$ cat config.mk
export PLATFORM = sky130hd
export DESIGN_NAME = cache_controller
export DESIGN_NICKNAME = d
export VERILOG_FILES = /design/src/rtl/cache_controller.sv
export SDC_FILE = /design/constraint.sdc
export NUM_CORES = 1
export LEC_CHECK = 0
export ABC_AREA = 1
export CORE_AREA = 5 5 42 44
export CTS_BUF_LIST = sky130_fd_sc_hd__clkbuf_16
export DETAILED_ROUTE_END_ITERATION = 7
export DIE_AREA = 0 0 47 49
export PLACE_DENSITY_LB_ADDON = 0.2
export SKIP_LAST_GASP = 1
export SYNTH_ARGS = -nofsm -noshare
export SYNTH_HDL_FRONTEND = slang
export SYNTH_SLANG_ARGS = --single-unit
$ cat constraint.sdc
create_clock -name clk -period 2.4 [get_ports clk]
set_input_delay 0.72 -clock clk [delete_from_list [all_inputs] [get_ports clk]]
set_output_delay 0.72 -clock clk [all_outputs]
set_load 0.01 [all_outputs]
$ cat src/rtl/cache_controller.sv
`default_nettype none
// ============================================================================
// Module   : cache_controller
// Brief    : Control FSM for a 2-way set-associative cache (hit, dirty-victim
//            writeback, refill). Optional perf counters via CACHE_PERF_CNT_EN.
// Revision : 1.0 - initial release
// ============================================================================
module cache_controller #(
    parameter int CNT_WIDTH = 32
) (
    input  logic clk,
    input  logic rst,
    input  logic mem_read,
    input  logic mem_write,
    output logic mem_resp,
    input  logic hit,
    input  logic hit_way,
    input  logic valid_0,
    input  logic valid_1,
    input  logic dirty_0,
    input  logic dirty_1,
    input  logic lru,
    output logic way_sel,
    output logic load_data,
    output logic load_tag,
    output logic load_valid,
    output logic load_dirty,
    output logic load_lru,
    output logic valid_in,
    output logic dirty_in,
    output logic lru_in,
    output logic data_sel,
    output logic pmem_addr_sel,
    output logic pmem_read,
    output logic pmem_write,
    input  logic pmem_resp
`ifdef CACHE_PERF_CNT_EN
    ,
    output logic [CNT_WIDTH-1:0] hit_count,
    output logic [CNT_WIDTH-1:0] miss_count,
    output logic [CNT_WIDTH-1:0] wb_count
`endif
);

    localparam logic [1:0] c_IDLE      = 2'd0;
    localparam logic [1:0] c_COMPARE   = 2'd1;
    localparam logic [1:0] c_WRITEBACK = 2'd2;
    localparam logic [1:0] c_ALLOCATE  = 2'd3;

    logic [1:0] r_state;
    logic [1:0] w_state_next;
    logic       r_victim;
    logic       w_victim_next;
    logic       r_refill;
    logic       w_refill_next;
    logic       w_req;
    logic       w_victim_dirty;

    assign w_req          = mem_read | mem_write;
    assign w_victim_dirty = lru ? (valid_1 & dirty_1) : (valid_0 & dirty_0);

    // Async reset forces IDLE, whose outputs are all zero, so every output
    // (including pmem requests) drops as soon as rst rises.
    always_comb begin
        w_state_next  = r_state;
        w_victim_next = r_victim;
        w_refill_next = r_refill;
        mem_resp      = 1'b0;
        way_sel       = 1'b0;
        load_data     = 1'b0;
        load_tag      = 1'b0;
        load_valid    = 1'b0;
        load_dirty    = 1'b0;
        load_lru      = 1'b0;
        valid_in      = 1'b0;
        dirty_in      = 1'b0;
        lru_in        = 1'b0;
        data_sel      = 1'b0;
        pmem_addr_sel = 1'b0;
        pmem_read     = 1'b0;
        pmem_write    = 1'b0;
        case (r_state)
            c_IDLE: begin
                if (w_req) w_state_next = c_COMPARE;
            end
            c_COMPARE: begin
                if (!w_req) begin
                    // Request abandoned mid-miss: finish quietly.
                    w_state_next  = c_IDLE;
                    w_refill_next = 1'b0;
                end else if (hit) begin
                    mem_resp      = 1'b1;
                    load_lru      = 1'b1;
                    way_sel       = hit_way;
                    lru_in        = ~hit_way;
                    if (mem_write) begin
                        load_data  = 1'b1;
                        load_dirty = 1'b1;
                        dirty_in   = 1'b1;
                    end
                    w_state_next  = c_IDLE;
                    w_refill_next = 1'b0;
                end else begin
                    w_victim_next = lru;
                    w_state_next  = w_victim_dirty ? c_WRITEBACK : c_ALLOCATE;
                end
            end
            c_WRITEBACK: begin
                pmem_write    = 1'b1;
                pmem_addr_sel = 1'b1;
                way_sel       = r_victim;
                if (pmem_resp) begin
                    load_dirty   = 1'b1;
                    w_state_next = c_ALLOCATE;
                end
            end
            c_ALLOCATE: begin
                pmem_read = 1'b1;
                way_sel   = r_victim;
                if (pmem_resp) begin
                    load_data     = 1'b1;
                    data_sel      = 1'b1;
                    load_tag      = 1'b1;
                    load_valid    = 1'b1;
                    valid_in      = 1'b1;
                    load_dirty    = 1'b1;
                    w_refill_next = 1'b1;
                    w_state_next  = c_COMPARE;
                end
            end
            default: w_state_next = c_IDLE;
        endcase
    end

    always_ff @(posedge clk or posedge rst) begin
        if (rst) begin
            r_state  <= c_IDLE;
            r_victim <= 1'b0;
            r_refill <= 1'b0;
        end else begin
            r_state  <= w_state_next;
            r_victim <= w_victim_next;
            r_refill <= w_refill_next;
        end
    end

`ifdef CACHE_PERF_CNT_EN
    localparam logic [CNT_WIDTH-1:0] c_CNT_ONE = {{(CNT_WIDTH-1){1'b0}}, 1'b1};

    logic [CNT_WIDTH-1:0] r_hit_count;
    logic [CNT_WIDTH-1:0] r_miss_count;
    logic [CNT_WIDTH-1:0] r_wb_count;
    logic                 w_hit_evt;
    logic                 w_miss_evt;
    logic                 w_wb_evt;

    // Post-refill re-check hits are part of the miss, not new hits.
    assign w_hit_evt  = (r_state == c_COMPARE) & w_req & hit & ~r_refill;
    assign w_miss_evt = (r_state == c_COMPARE) & w_req & ~hit;
    assign w_wb_evt   = (r_state == c_WRITEBACK) & pmem_resp;

    always_ff @(posedge clk or posedge rst) begin
        if (rst) begin
            r_hit_count  <= '0;
            r_miss_count <= '0;
            r_wb_count   <= '0;
        end else begin
            if (w_hit_evt && (r_hit_count != '1))   r_hit_count  <= r_hit_count + c_CNT_ONE;
            if (w_miss_evt && (r_miss_count != '1)) r_miss_count <= r_miss_count + c_CNT_ONE;
            if (w_wb_evt && (r_wb_count != '1))     r_wb_count   <= r_wb_count + c_CNT_ONE;
        end
    end

    assign hit_count  = r_hit_count;
    assign miss_count = r_miss_count;
    assign wb_count   = r_wb_count;
`else
    // CNT_WIDTH only sizes the optional counters; nothing to build here.
    if (CNT_WIDTH > 0) begin : g_no_perf_cnt
    end
`endif

endmodule
`default_nettype wire

Yosys cells after proc, flatten, opt, wreduce, memory -nomap -nowiden
Cells that the tools add are included.
{"block": "word_totals", "inputBits": 12, "reg_bits": 3, "wordCells": 44}
{"block": "op_classes", "n_bitwise": 5, "n_eq_ne": 6, "n_reduce_logical": 4, "muxes": 27}
{"op": "$mux 1", "count": 18}
{"op": "$mux 2", "count": 5}
{"op": "$pmux 2 s4", "count": 1}
{"op": "$ne 2x2->1 const B", "count": 3}
{"op": "$pmux 1 s2", "count": 3}
{"op": "$reduce_and 3->1", "count": 2}
{"op": "$eq 2x2->1 const B", "count": 2}
{"op": "$and 1x1->1", "count": 2}
{"op": "$eq 2x1->1 const B", "count": 1}
{"op": "$logic_not 2->1", "count": 1}
{"op": "$not 1->1", "count": 2}
{"op": "$reduce_or 2->1", "count": 1}
{"op": "$or 1x1->1", "count": 1}

Depth between registers and ports, before layout
Gate-level depths: netlist of run 1.
{"block": "depth", "ltp_word": 6, "ltp_mapped": 6, "mapped_depth_nobuf": 6}

Worst setup path after synthesis of run 1
OpenSTA, ideal clock, no wires.
{"block": "synth_timing", "path_kind": "in2out", "from": "input hit", "to": "output way_sel", "t_arrival_ns": 1.349, "t_required_ns": 1.680, "setup_slack_ns": 0.331, "cell_stages": 4, "cell_sequence": "inv_1 > nor3_2 > nand2_1 > a21oi_2"}
{"block": "synth_between", "elab_chain_len": 3}
{"element": "from (decl)", "line": "16", "rtl": "input logic hit,"}
{"element": "$mux 1", "line": "91", "rtl": "end else if (hit) begin"}
{"element": "$mux 1", "line": "87", "rtl": "if (!w_req) begin"}
{"element": "$pmux 1 s2", "line": "82", "rtl": "case (r_state)"}
{"element": "to (decl)", "line": "23", "rtl": "output logic way_sel,"}
Every way passes these cells.

Worst setup path in the final report of run 1
{"block": "layout_timing", "from": "input pmem_resp", "to": "output valid_in"}
{"block": "layout_between", "elab_chain_len": 2}
{"element": "from (decl)", "line": "36", "rtl": "input logic pmem_resp"}
{"element": "$mux 1", "line": "120", "rtl": "if (pmem_resp) begin"}
{"element": "$mux 1", "line": "82"}
{"element": "to (decl)", "line": "29", "rtl": "output logic valid_in,"}
Every way passes these cells.

==> results of run 1 <==
## cell type report
cell class	count	area share (%)
clock buffer	3	10.8
clock inverter	1	0.540
inverter	12	6.47
multi-input combinational	35	30.8
sequential	3	10.8
tap	16	2.88
timing repair buffer	31	37.8
## how the worst min path moves through the flow
stage | to | slack (ns) | depth (start not counted)
after global routing | r_victim | 0.56 | 2
after detailed placement | r_victim | 0.49 | 2
after CTS | r_victim | 0.50 | 2
after global placement | r_victim | 0.51 | 2
after floorplan | r_victim | 0.45 | 2
final | r_victim | 0.50 | 2
## what timing repair did
| item | in CTS | in global routing |
|---|---|---|
| buffers inserted | 1 | 0 |
| setup endpoints to repair | 11 | 9 |
| pin swaps | 0 | 1 |
| endpoints found under the hold margin | 0 | 0 |
| resized for setup | 24 | 6 |
| gates cloned | 0 | 0 |
## power groups by stage
stage	combinational (mW)	clock (mW)	sequential, mW
2_1_floorplan	0.186	0	0.0859
5_1_grt	0.340	0.279	0.0921
6_report	0.299	0.264	0.0887
4_1_cts	0.305	0.271	0.0889
3_5_place_dp	0.318	0	0.0890
3_3_place_gp	0.318	0	0.0896
## cell usage in the layout (no fill, tap or decap)
master                            instances
sky130_fd_sc_hd__clkbuf_16                3
sky130_fd_sc_hd__o21ai_0                  3
sky130_fd_sc_hd__inv_1                   12
sky130_fd_sc_hd__inv_2                    1
sky130_fd_sc_hd__o21ai_1                  2
sky130_fd_sc_hd__nand2_1                 10
sky130_fd_sc_hd__a21oi_1                  2
sky130_fd_sc_hd__nor4_1                   1
sky130_fd_sc_hd__buf_2                    2
sky130_fd_sc_hd__nand3_2                  1
sky130_fd_sc_hd__a21oi_2                  2
sky130_fd_sc_hd__nor3_2                   1
sky130_fd_sc_hd__nor2_4                   1
sky130_fd_sc_hd__nand3_1                  5
sky130_fd_sc_hd__clkdlybuf4s15_1          2
sky130_fd_sc_hd__clkbuf_2                 3
sky130_fd_sc_hd__buf_4                    6
sky130_fd_sc_hd__nor2_1                   3
sky130_fd_sc_hd__dlygate4sd2_1            6
sky130_fd_sc_hd__ha_1                     4
sky130_fd_sc_hd__dfrtp_1                  3
sky130_fd_sc_hd__clkdlybuf4s50_1         12
## registers in the layout (all words and copies together) (netlist names)
register / flops
r_victim: 1
r_state: 2
## metrics by stage
step / cells / utilization, % / hold slack, ns / total power [mW] / setup slack, ns
floorplan: 55 / - / 0.447 / 0.272 / 0.331
global placement: 96 / 45.2 / 0.506 / 0.407 / -0.522
detailed placement: 96 / 45.2 / 0.489 / 0.407 / -0.535
CTS: 101 / 50.4 / 0.500 / 0.666 / 0.00158
global route: 101 / 49.6 / 0.555 / 0.711 / -0.0468
finish: 101 / 49.6 / 0.496 / 0.651 / 0.0195
## worst max-delay path, cell delays in order
cell and delay (ns):
sky130_fd_sc_hd__clkdlybuf4s50_1 0.50, sky130_fd_sc_hd__nand2_1 0.08, sky130_fd_sc_hd__inv_1 0.09, sky130_fd_sc_hd__dlygate4sd2_1 0.28
## per-layer routing
| layer | routed length (um) | GRT usage, % |
|---|---|---|
| met1 | 353 | 10.4 |
| met3 | 124 | 3.69 |
| met2 | 432 | 14.0 |
| met4 | 29 | 6.91 |
| met5 | 0 | 0 |
## cell families (layout without fill, tap and decap cells)
group | Yosys count | after routing
and+or+nand+nor | 22 | 22
buffers and inverters | 17 | 47
AOI/OAI and AO/OA | 9 | 9
adders and majority gates | 4 | 4
DFF | 3 | 3
==> metrics.log, run 1 <==
INFO  metric grt_start_max_net_pins = 6
INFO  metric total_cell_area_at_the_placement_stage = approximately 630 um2
INFO  metric final_min_period_over_clock_period = roughly 99%
INFO  metric cts.path.max_buffers = 2
INFO  metric hold_path.class = reg -> reg
INFO  metric grt_overflow = 0
INFO  metric final-seq-area = roughly 75 um2
INFO  metric dr.first_iter.drc_count = 1
INFO  metric worstSetupStartpointType = input port
INFO  metric area_growth = 91.7%
INFO  metric gp_congestion = 0.688
INFO  metric main_combinational_cell_family_by_area_after_synthesis = simple AND/OR/NAND/NOR gates
INFO  metric cts.hold.buffers_added = 0
INFO  metric cts_tree = yes
INFO  metric finalMaxSlewViolations = 0
INFO  metric ys_async_sr_fraction = 100%
INFO  metric portBuffers = 25
INFO  metric muxShareOfSynthArea = 0%
INFO  metric fmax = between 0.4 and 0.5 GHz
INFO  metric p_comb_share = around 46%
INFO  metric postSynth.topFlopCell = sky130_fd_sc_hd__dfrtp_1
INFO  metric worst-endpoint-arrival = roughly 1.7 ns
INFO  metric synth_top_cell_by_area = sky130_fd_sc_hd__dfrtp_1
INFO  metric cts.sink_count = 3
INFO  metric powerDensity = around 940 nW/um2
INFO  metric rows = 14
INFO  metric setup-violations-final = 0
INFO  metric timing.final.crit_period = approximately 2.4 ns
INFO  metric cts.reportedPaths.clkPinSlew = 0.03 ns
INFO  metric floorplan.die_area = between 2000 and 2500 um2
INFO  metric internal_power = 0.434 mW
INFO  metric synth.distinct_cells = 15
INFO  metric worstMarginPinSlew = approximately 0.21 ns
INFO  metric timing.critical_path.to = valid_in
INFO  metric drt_first_pass_iters = 2
INFO  metric skew = between 0.0015 and 0.002 ns
INFO  metric r2r_end = r_state[0]
INFO  metric kind_of_critical_path = in -> out
INFO  metric detailedPlacementHpwl = ~750 um
INFO  metric grt_setup_unrepaired = true
INFO  metric netSwitchingFraction = 33.4%
INFO  metric synth_edf_count = 0
INFO  metric fraction_of_the_mapped_netlist_area_in_compound_gates = ~13%
INFO  metric hold_violations = 0
INFO  metric totalWireLength = around 940 um
INFO  metric stdcell_area = approximately 700 um2
INFO  metric global_routing_usage_summed_across_all_routing_layers = 9.45%
INFO  metric net-switching-power = about 0.22 mW
INFO  metric finalSetupTns = 0 ns
INFO  metric r2r_setup_slack = 0.97 ns
INFO  metric avgViaCountPerCell = approximately 4.1
INFO  metric antenna_cells = 0
INFO  metric post_synth_and_or_nand_nor_area_fraction = approximately 30%
INFO  metric cp_data_required_time = approximately 1.7 ns
INFO  metric timing.rr.start = r_state[1]
INFO  metric hold_path_startpoint = r_victim
INFO  metric wl_per_cell = approximately 9.3 um
INFO  metric filler_cell_count = 155
INFO  metric netlist_area = 363 um2
INFO  metric critPathLaunch = pmem_resp
INFO  metric ys_seq_area_share = 20.7%
INFO  metric synth_most_common_cell = sky130_fd_sc_hd__inv_1
INFO  metric clock_insertion_delay_at_the_later_pin_of_the_skew_report = about 0.23 ns
INFO  metric synth.top_cells.by_area = sky130_fd_sc_hd__dfrtp_1 (21%), sky130_fd_sc_hd__ha_1 (14%), sky130_fd_sc_hd__inv_1 (11%)
INFO  metric p_clk_share = between 40% and 50%
INFO  metric worst-r2r-cell-count = 7
INFO  metric synth_adder_area_share = 13.8%
INFO  metric cts_htree_levels = 1
INFO  metric ant_nets = 0
INFO  metric netlist_top_cells_count = sky130_fd_sc_hd__inv_1 (11), sky130_fd_sc_hd__nand2_1 (10), sky130_fd_sc_hd__nand3_1 (6)
INFO  metric synth.ff_latch_count = 3
INFO  metric dieWidth = between 40 and 50 um
INFO  metric worstPathMaxFanout = 4
INFO  metric critical_path.endpoint_type = output port
INFO  metric detailroute.via_count = about 420
INFO  metric clk_root_buffer_cell = sky130_fd_sc_hd__clkbuf_16
INFO  metric footprint_of_the_multi_input_gates = between 200 and 250 um2
INFO  metric seq_power_share = a little over an eighth
INFO  metric antenna_violations_before_repair = 0
INFO  metric vdd_drop_max = between 600 and 700 uV
INFO  metric syn_area_per_cell = between 6 and 7 um2
INFO  metric first_pass_grt_wire_length = about 1.6 mm
INFO  metric starting_density_of_the_core = approximately a quarter
INFO  metric power.static_leakage = 0.383 nW
INFO  metric die-height = between 40 and 50 um
INFO  metric yosysWarnings = 0
INFO  metric synth-xor-area-share = 0%
INFO  metric slew_headroom = a little under nine tenths
INFO  metric boundary_pin_count = 26
INFO  metric netlist_instances = 55
INFO  metric status = complete, no violations
INFO  metric clock_buffers_created_by_tritoncts = 3
INFO  metric nets = between 100 and 150
INFO  metric cap_violations = 0
INFO  metric ratio_of_cells_with_drive_above_1_in_the_final_layout = a little under a quarter
INFO  metric core_area = ~1400 um2
INFO  metric synth_fp_nets = 71
INFO  metric synthDominantCellAreaShare = 20.7%
INFO  metric number_of_global_route_vias_before_repair = slightly below 400
INFO  metric drc_errors = 0
No activity file was read; power rests on OpenSTA's default activity.
==> run 2, diff against run 1 <==
- RECOVER_POWER: not set -> 100
- TNS_END_PERCENT: not set -> 10
- clock period: 2.4 -> 2.8 ns (I/O delays scaled with it)
==> metrics.log, run 2 (same netlist as run 1, synthesis figures left out) <==
INFO  metric dr.first_iter.drc_count = 4 (+3)
INFO  metric dieWidth = 47 um (unchanged)
INFO  metric status = finished, violations left
INFO  metric clock_buffers_created_by_tritoncts = 3 (unchanged)
INFO  metric filler_cell_count = 141 (-9.0%)
INFO  metric timing.critical_path.slowest_stage_cell = sky130_fd_sc_hd__clkdlybuf4s50_1
INFO  metric nets = 99 (-2.9%)
INFO  metric cts.path.max_buffers = 2 (unchanged)
INFO  metric worstMarginPinSlew = 0.222 ns (+0.0121 ns)
INFO  metric die-height = 49 um (unchanged)
INFO  metric avgViaCountPerCell = 4.26 (+3.1%)
INFO  metric skew = 0.00293 ns (+0.00113 ns)
INFO  metric antenna_cells = 0 (unchanged)
INFO  metric number_of_global_route_vias_before_repair = 364 (-7.1%)
INFO  metric internal_power = 0.366 mW (-16%)
INFO  metric fmax = 0.345 GHz
INFO  metric cap_violations = 0 (unchanged)
INFO  metric cts.reportedPaths.clkPinSlew = 0.03 ns (about the same)
INFO  metric boundary_pin_count = 26 (unchanged)
INFO  metric total_power = 0.549 mW (-16%)
INFO  metric clk_root_buffer_cell = sky130_fd_sc_hd__clkbuf_16
INFO  metric critical_path.endpoint_type = output port
INFO  metric netSwitchingFraction = 33.3% (-0.10 points)
INFO  metric cp_data_required_time = 1.96 ns (+0.28 ns)
INFO  metric starting_density_of_the_core = 25.9% (unchanged)
INFO  metric timing.critical_path.cells = clkdlybuf4s50_1 -> nand2_1 -> inv_1 -> clkdlybuf4s50_1
INFO  metric hold_path.class = reg -> reg
INFO  metric timing.critical_path.slowest_cell_delay = 0.55 ns (+0.05 ns)
INFO  metric net-switching-power = 0.183 mW (-16%)
INFO  metric final.hold.worst_slack = 0.491 ns (-0.00418 ns)
INFO  metric wl_per_cell = 9.92 um (+6.5%)
INFO  metric ratio_of_cells_with_drive_above_1_in_the_final_layout = 14.6% (-8.9 points)
INFO  metric finalMaxSlewViolations = 0 (unchanged)
INFO  metric ant_nets = 0 (unchanged)
INFO  metric vdd_drop_max = 581 uV (-14%)
INFO  metric clock_insertion_delay_at_the_later_pin_of_the_skew_report = 0.23 ns (about the same)
INFO  metric detailroute.via_count = 417 (unchanged)
INFO  metric area_growth = 91.0%
INFO  metric final_cell_count_no_fill = 98 (-3.0%)
INFO  metric fin_ws = -0.0966 ns (-0.116 ns)
INFO  metric kind_of_critical_path = in -> out
INFO  metric top_reg_by_flops = r_state
INFO  metric failed_checks = negative setup slack
INFO  metric gp_congestion = 0.702 (+2.0%)
INFO  metric core_area = 1400 um2 (unchanged)
INFO  metric grt_start_max_net_pins = 8 (+2)
INFO  metric cts.sink_count = 3 (unchanged)
INFO  metric total_cell_area_at_the_placement_stage = 618 um2 (-2.4%)
INFO  metric worst-endpoint-arrival = 2.06 ns (+0.40 ns)
INFO  metric placed_instances = 94 (-2.1%)
INFO  metric setup-violations-final = 9 (+9)
INFO  metric post_cts_buffers = 0 (-1)
INFO  metric worstSetupStartpointType = input port
INFO  metric largest_reg_flops = 2 (unchanged)
INFO  metric crit_buf_inv = 3 (unchanged)
INFO  metric seq_power_share = 14.1% (+0.5 points)
INFO  metric grt_overflow = 0 (unchanged)
INFO  metric p_clk_share = 41.4% (+0.9 points)
INFO  metric first_pass_grt_wire_length = 1.49 mm (-4.0%)
INFO  metric drt_first_pass_iters = 4 (+2)
INFO  metric stdcell_area = 693 um2 (-0.36%)
INFO  metric cp_top_family = buffers and inverters
INFO  metric p_comb_share = 44.5% (-1.4 points)
INFO  metric rows = 14 (unchanged)
INFO  metric cts.hold.buffers_added = 0 (unchanged)
INFO  metric hold_violations = 0 (unchanged)
INFO  metric global_routing_usage_summed_across_all_routing_layers = 8.96% (-0.49 points)
INFO  metric layout_commonest_cell = sky130_fd_sc_hd__clkdlybuf4s50_1
INFO  metric slew_headroom = 85.1% (-0.76 points)
INFO  metric antenna_violations_before_repair = 0 (unchanged)
INFO  metric detailedPlacementHpwl = 767 um (+2.3%)
INFO  metric portBuffers = 25 (unchanged)
INFO  metric totalWireLength = 972 um (+3.3%)
INFO  metric cts_htree_levels = 1 (unchanged)
INFO  metric reg.largest.list = r_state (2), r_victim (1)
INFO  metric worstPathMaxFanout = 4 (unchanged)
INFO  metric mostFrequentLayoutCells = sky130_fd_sc_hd__clkdlybuf4s50_1 (15), sky130_fd_sc_hd__inv_1 (12), sky130_fd_sc_hd__nand2_1 (10)
INFO  metric floorplan.die_area = 2300 um2 (unchanged)
INFO  metric power.static_leakage = 0.381 nW (-0.57%)
INFO  metric worst_path_most_repeated_cell = sky130_fd_sc_hd__clkdlybuf4s50_1
INFO  metric powerDensity = 792 nW/um2 (-15%)
INFO  metric drc_errors = 0 (unchanged)
INFO  metric cts_tree = yes
INFO  metric timing.final.crit_period = 2.90 ns
INFO  metric grt_setup_unrepaired = true
INFO  metric final_min_period_over_clock_period = 103%
[run 2: timing repair]
action | in CTS | in global routing
gates resized for setup | 7 | 3
cloned | 0 | 0
setup endpoints to repair | 11 | 11
[run 2: cell type report]
class / count / area (um2) / area share, %
clock inverter: 1 / 3.75 / 0.542
timing repair buffer: 28 / 264 / 38.1
tap: 16 / 20.0 / 2.89
clock buffer: 3 / 75.1 / 10.8
sequential: 3 / 75.1 / 10.8
inverter: 12 / 45.0 / 6.50
multi-input combinational: 35 / 210 / 30.3
[run 2: worst register-to-register path, cell delays in order, from the launching register on]
cell and delay [ns]:
sky130_fd_sc_hd__dfrtp_1 0.39, sky130_fd_sc_hd__inv_1 0.08, sky130_fd_sc_hd__ha_1 0.27, sky130_fd_sc_hd__o21ai_1 0.23, sky130_fd_sc_hd__nand2_1 0.11, sky130_fd_sc_hd__nand2_1 0.06, sky130_fd_sc_hd__o21ai_0 0.09
[run 2: metal layers]
layer  vias up  share of wire (%)  wire [um]  global-route usage, %
met4         0                2.2         21                   6.91
met1       174                 37        356                   10.6
li1        221                  -          -                      -
met5         -                  0          0                      0
met2        20                 49        477                   13.6
met3         2                 12        117                   1.48
[run 2: path summary, 6_finish.rpt]
path                       cells after the start    endpoint  slack (ns)       start
max in group asynchronous                      2  r_state[0]        1.76         rst
min in group asynchronous                      2    r_victim        0.91         rst
min reg2reg                                    2    r_victim        0.49    r_victim
max                                            4  load_valid        -0.1   pmem_resp
min                                            2    r_victim        0.49    r_victim
max reg2reg                                    6  r_state[1]        1.45  r_state[0]
[run 2: stage by stage]
stage | utilization, % | setup WS [ns] | TNS [ns]
floorplan | - | 0.491 | 0
detailed placement | 44.1 | -0.391 | -2.36
global route | 49.5 | -0.164 | -1.33
global placement | 44.1 | -0.364 | -2.26
finish | 49.5 | -0.0966 | -0.627
CTS | 49.6 | -0.142 | -0.835
[run 2: power by group through the flow]
stage | clock (mW) | sequential [mW] | combinational [mW]
final | 0.227 | 0.0774 | 0.244
after detailed placement | 0 | 0.0773 | 0.262
after CTS | 0.233 | 0.0772 | 0.253
after global routing | 0.239 | 0.0790 | 0.274
after global placement | 0 | 0.0779 | 0.263
after floorplan | 0 | 0.0736 | 0.160
==> run 3, diff against run 2 <==
- RECOVER_POWER: 100 -> not set
==> metrics.log, run 3 (same netlist as run 1, synthesis figures left out) <==
INFO  metric powerDensity = 798 nW/um2 (+0.76%)
INFO  metric grt_overflow = 0 (unchanged)
INFO  metric ratio_of_cells_with_drive_above_1_in_the_final_layout = 14.6% (unchanged)
INFO  metric fmax = 0.345 GHz (unchanged)
INFO  metric top_reg_by_flops = r_state
INFO  metric dr.first_iter.drc_count = 7 (+3)
INFO  metric timing.final.crit_period = 2.90 ns (+0.00000470 ns)
INFO  metric first_pass_grt_wire_length = 1.49 mm (unchanged)
INFO  metric mostFrequentLayoutCells = sky130_fd_sc_hd__clkdlybuf4s50_1 (18), sky130_fd_sc_hd__inv_1 (12), sky130_fd_sc_hd__nand2_1 (10)
INFO  metric cp_data_required_time = 1.96 ns (about the same)
INFO  metric hold_violations = 0 (unchanged)
INFO  metric avgViaCountPerCell = 4.23 (-0.48%)
INFO  metric cts.reportedPaths.clkPinSlew = 0.03 ns (about the same)
INFO  metric totalWireLength = 979 um (+0.72%)
INFO  metric reg.largest.list = r_state (2), r_victim (1)
INFO  metric worst-endpoint-arrival = 2.06 ns (about the same)
INFO  metric kind_of_critical_path = in -> out
INFO  metric core_area = 1400 um2 (unchanged)
INFO  metric power.static_leakage = 0.374 nW (-1.7%)
INFO  metric cts.path.max_buffers = 2 (unchanged)
INFO  metric antenna_cells = 0 (unchanged)
INFO  metric area_growth = 91.0% (unchanged)
INFO  metric rows = 14 (unchanged)
INFO  metric skew = 0.00292 ns (-0.00000488 ns)
INFO  metric final_min_period_over_clock_period = 103% (about the same)
INFO  metric wl_per_cell = 9.99 um (+0.72%)
INFO  metric met2_length = 481 um (+0.84%)
INFO  metric setup-violations-final = 9 (unchanged)
INFO  metric worstMarginPinSlew = 0.220 ns (-0.00213 ns)
INFO  metric drt_first_pass_iters = 4 (unchanged)
INFO  metric antenna_violations_before_repair = 0 (unchanged)
INFO  metric worstPathMaxFanout = 4 (unchanged)
INFO  metric detailroute.via_count = 415 (-0.48%)
INFO  metric vdd_drop_max = 583 uV (+0.38%)
INFO  metric dp_worst_setup_slack = -0.391 ns (unchanged)
INFO  metric final.hold.worst_slack = 0.491 ns (-0.00000100 ns)
INFO  metric worstSetupStartpointType = input port
INFO  metric cts_htree_levels = 1 (unchanged)
INFO  metric placed_instances = 94 (unchanged)
INFO  metric detailedPlacementHpwl = 767 um (unchanged)
INFO  metric starting_density_of_the_core = 25.9% (unchanged)
INFO  metric layout_commonest_cell = sky130_fd_sc_hd__clkdlybuf4s50_1
INFO  metric die-height = 49 um (unchanged)
INFO  metric ant_nets = 0 (unchanged)
INFO  metric cap_violations = 0 (unchanged)
INFO  metric finalMaxSlewViolations = 0 (unchanged)
INFO  metric number_of_global_route_vias_before_repair = 364 (unchanged)
INFO  metric drc_errors = 0 (unchanged)
INFO  metric global_routing_usage_summed_across_all_routing_layers = 8.96% (unchanged)
INFO  metric cts.hold.buffers_added = 0 (unchanged)
INFO  metric finalSetupTns = -0.635 ns (-0.00837 ns)
INFO  metric dieWidth = 47 um (unchanged)
INFO  metric grt_setup_unrepaired = true
INFO  metric final_cell_count_no_fill = 98 (unchanged)
INFO  metric cts_tree = yes
INFO  metric clock_insertion_delay_at_the_later_pin_of_the_skew_report = 0.23 ns (about the same)
INFO  metric fin_ws = -0.0966 ns (-0.00000470 ns)
INFO  metric largest_reg_flops = 2 (unchanged)
INFO  metric met3WireLength = 117 um (unchanged)
INFO  metric clk_root_buffer_cell = sky130_fd_sc_hd__clkbuf_16
INFO  metric highest_metal_layer_used_by_the_detailed_router = met4
INFO  metric hold_path.class = reg -> reg
INFO  metric floorplan.die_area = 2300 um2 (unchanged)
INFO  metric gp_congestion = 0.702 (unchanged)
INFO  metric portBuffers = 25 (unchanged)
INFO  metric status = finished, violations left
INFO  metric slew_headroom = 85.2% (+0.14 points)
INFO  metric routedLengthMet1 = 359 um (+0.84%)
INFO  metric nets = 99 (unchanged)
INFO  metric critical_path.endpoint_type = output port
INFO  metric cts.sink_count = 3 (unchanged)
INFO  metric failed_checks = negative setup slack
INFO  metric boundary_pin_count = 26 (unchanged)
INFO  metric clock_buffers_created_by_tritoncts = 3 (unchanged)
INFO  metric grt_start_max_net_pins = 8 (unchanged)
[run 3: cell count changes in the layout (fill, tap and decap cells not counted), sizes merged]
cell | before | now
clkbuf | 5 | 4
clkdlybuf4s50 | 15 | 18
buf | 2 | 3
dlygate4sd3 | 3 | 0
[run 3: where the power goes]
part	internal (mW)	total (mW)	switching [mW]
clock network	0.184	0.227	0.0425
registers	0.0620	0.0774	0.0154
logic	0.123	0.249	0.126
[run 3: path summary, 6_finish.rpt]
check / cells after the start / endpoint / slack, ns / start
worst min-delay path: 2 / r_victim / 0.49 / r_victim
worst min register to register: 2 / r_victim / 0.49 / r_victim
min in group asynchronous: 2 / r_victim / 0.77 / rst
max in group asynchronous: 2 / r_state[0] / 1.90 / rst
worst max register to register: 6 / r_state[0] / 1.44 / r_state[0]
worst max-delay path: 4 / load_valid / -0.1 / pmem_resp
[run 3: per-stage QoR]
stage	cell area, um2	power [mW]	utilization (%)
floorplan	363	0.233	-
detailed placement	618	0.340	44.1
CTS	694	0.563	49.6
global route	693	0.596	49.5
finish	693	0.553	49.5
global placement	618	0.341	44.1
[run 3: critical path, stage by stage]
cell and delay, ns:
sky130_fd_sc_hd__clkdlybuf4s50_1 0.49, sky130_fd_sc_hd__nand2_1 0.07, sky130_fd_sc_hd__inv_1 0.10, sky130_fd_sc_hd__clkdlybuf4s50_1 0.55
[run 3: metal layers]
metal / GRT usage [%] / up-vias
met3: 1.48 / 2
met4: 6.91 / 0
met5: 0 / -
met1: 10.6 / 172
li1: - / 221
met2: 13.6 / 20
[run 3: cell type report]
type	instances	area [um2]
multi-input combinational	35	210
clock inverter	1	3.75
tap	16	20.0
fill	141	708
clock buffer	3	75.1
timing repair buffer	28	264
sequential	3	75.1
inverter	12	45.0
[run 3: repair_timing]
item,4_1_cts,5_1_grt
gates cloned,0,0
endpoints found under the setup margin,11,11
endpoints found under the hold margin,0,0
buffers inserted,0,0
gates resized for setup,7,3
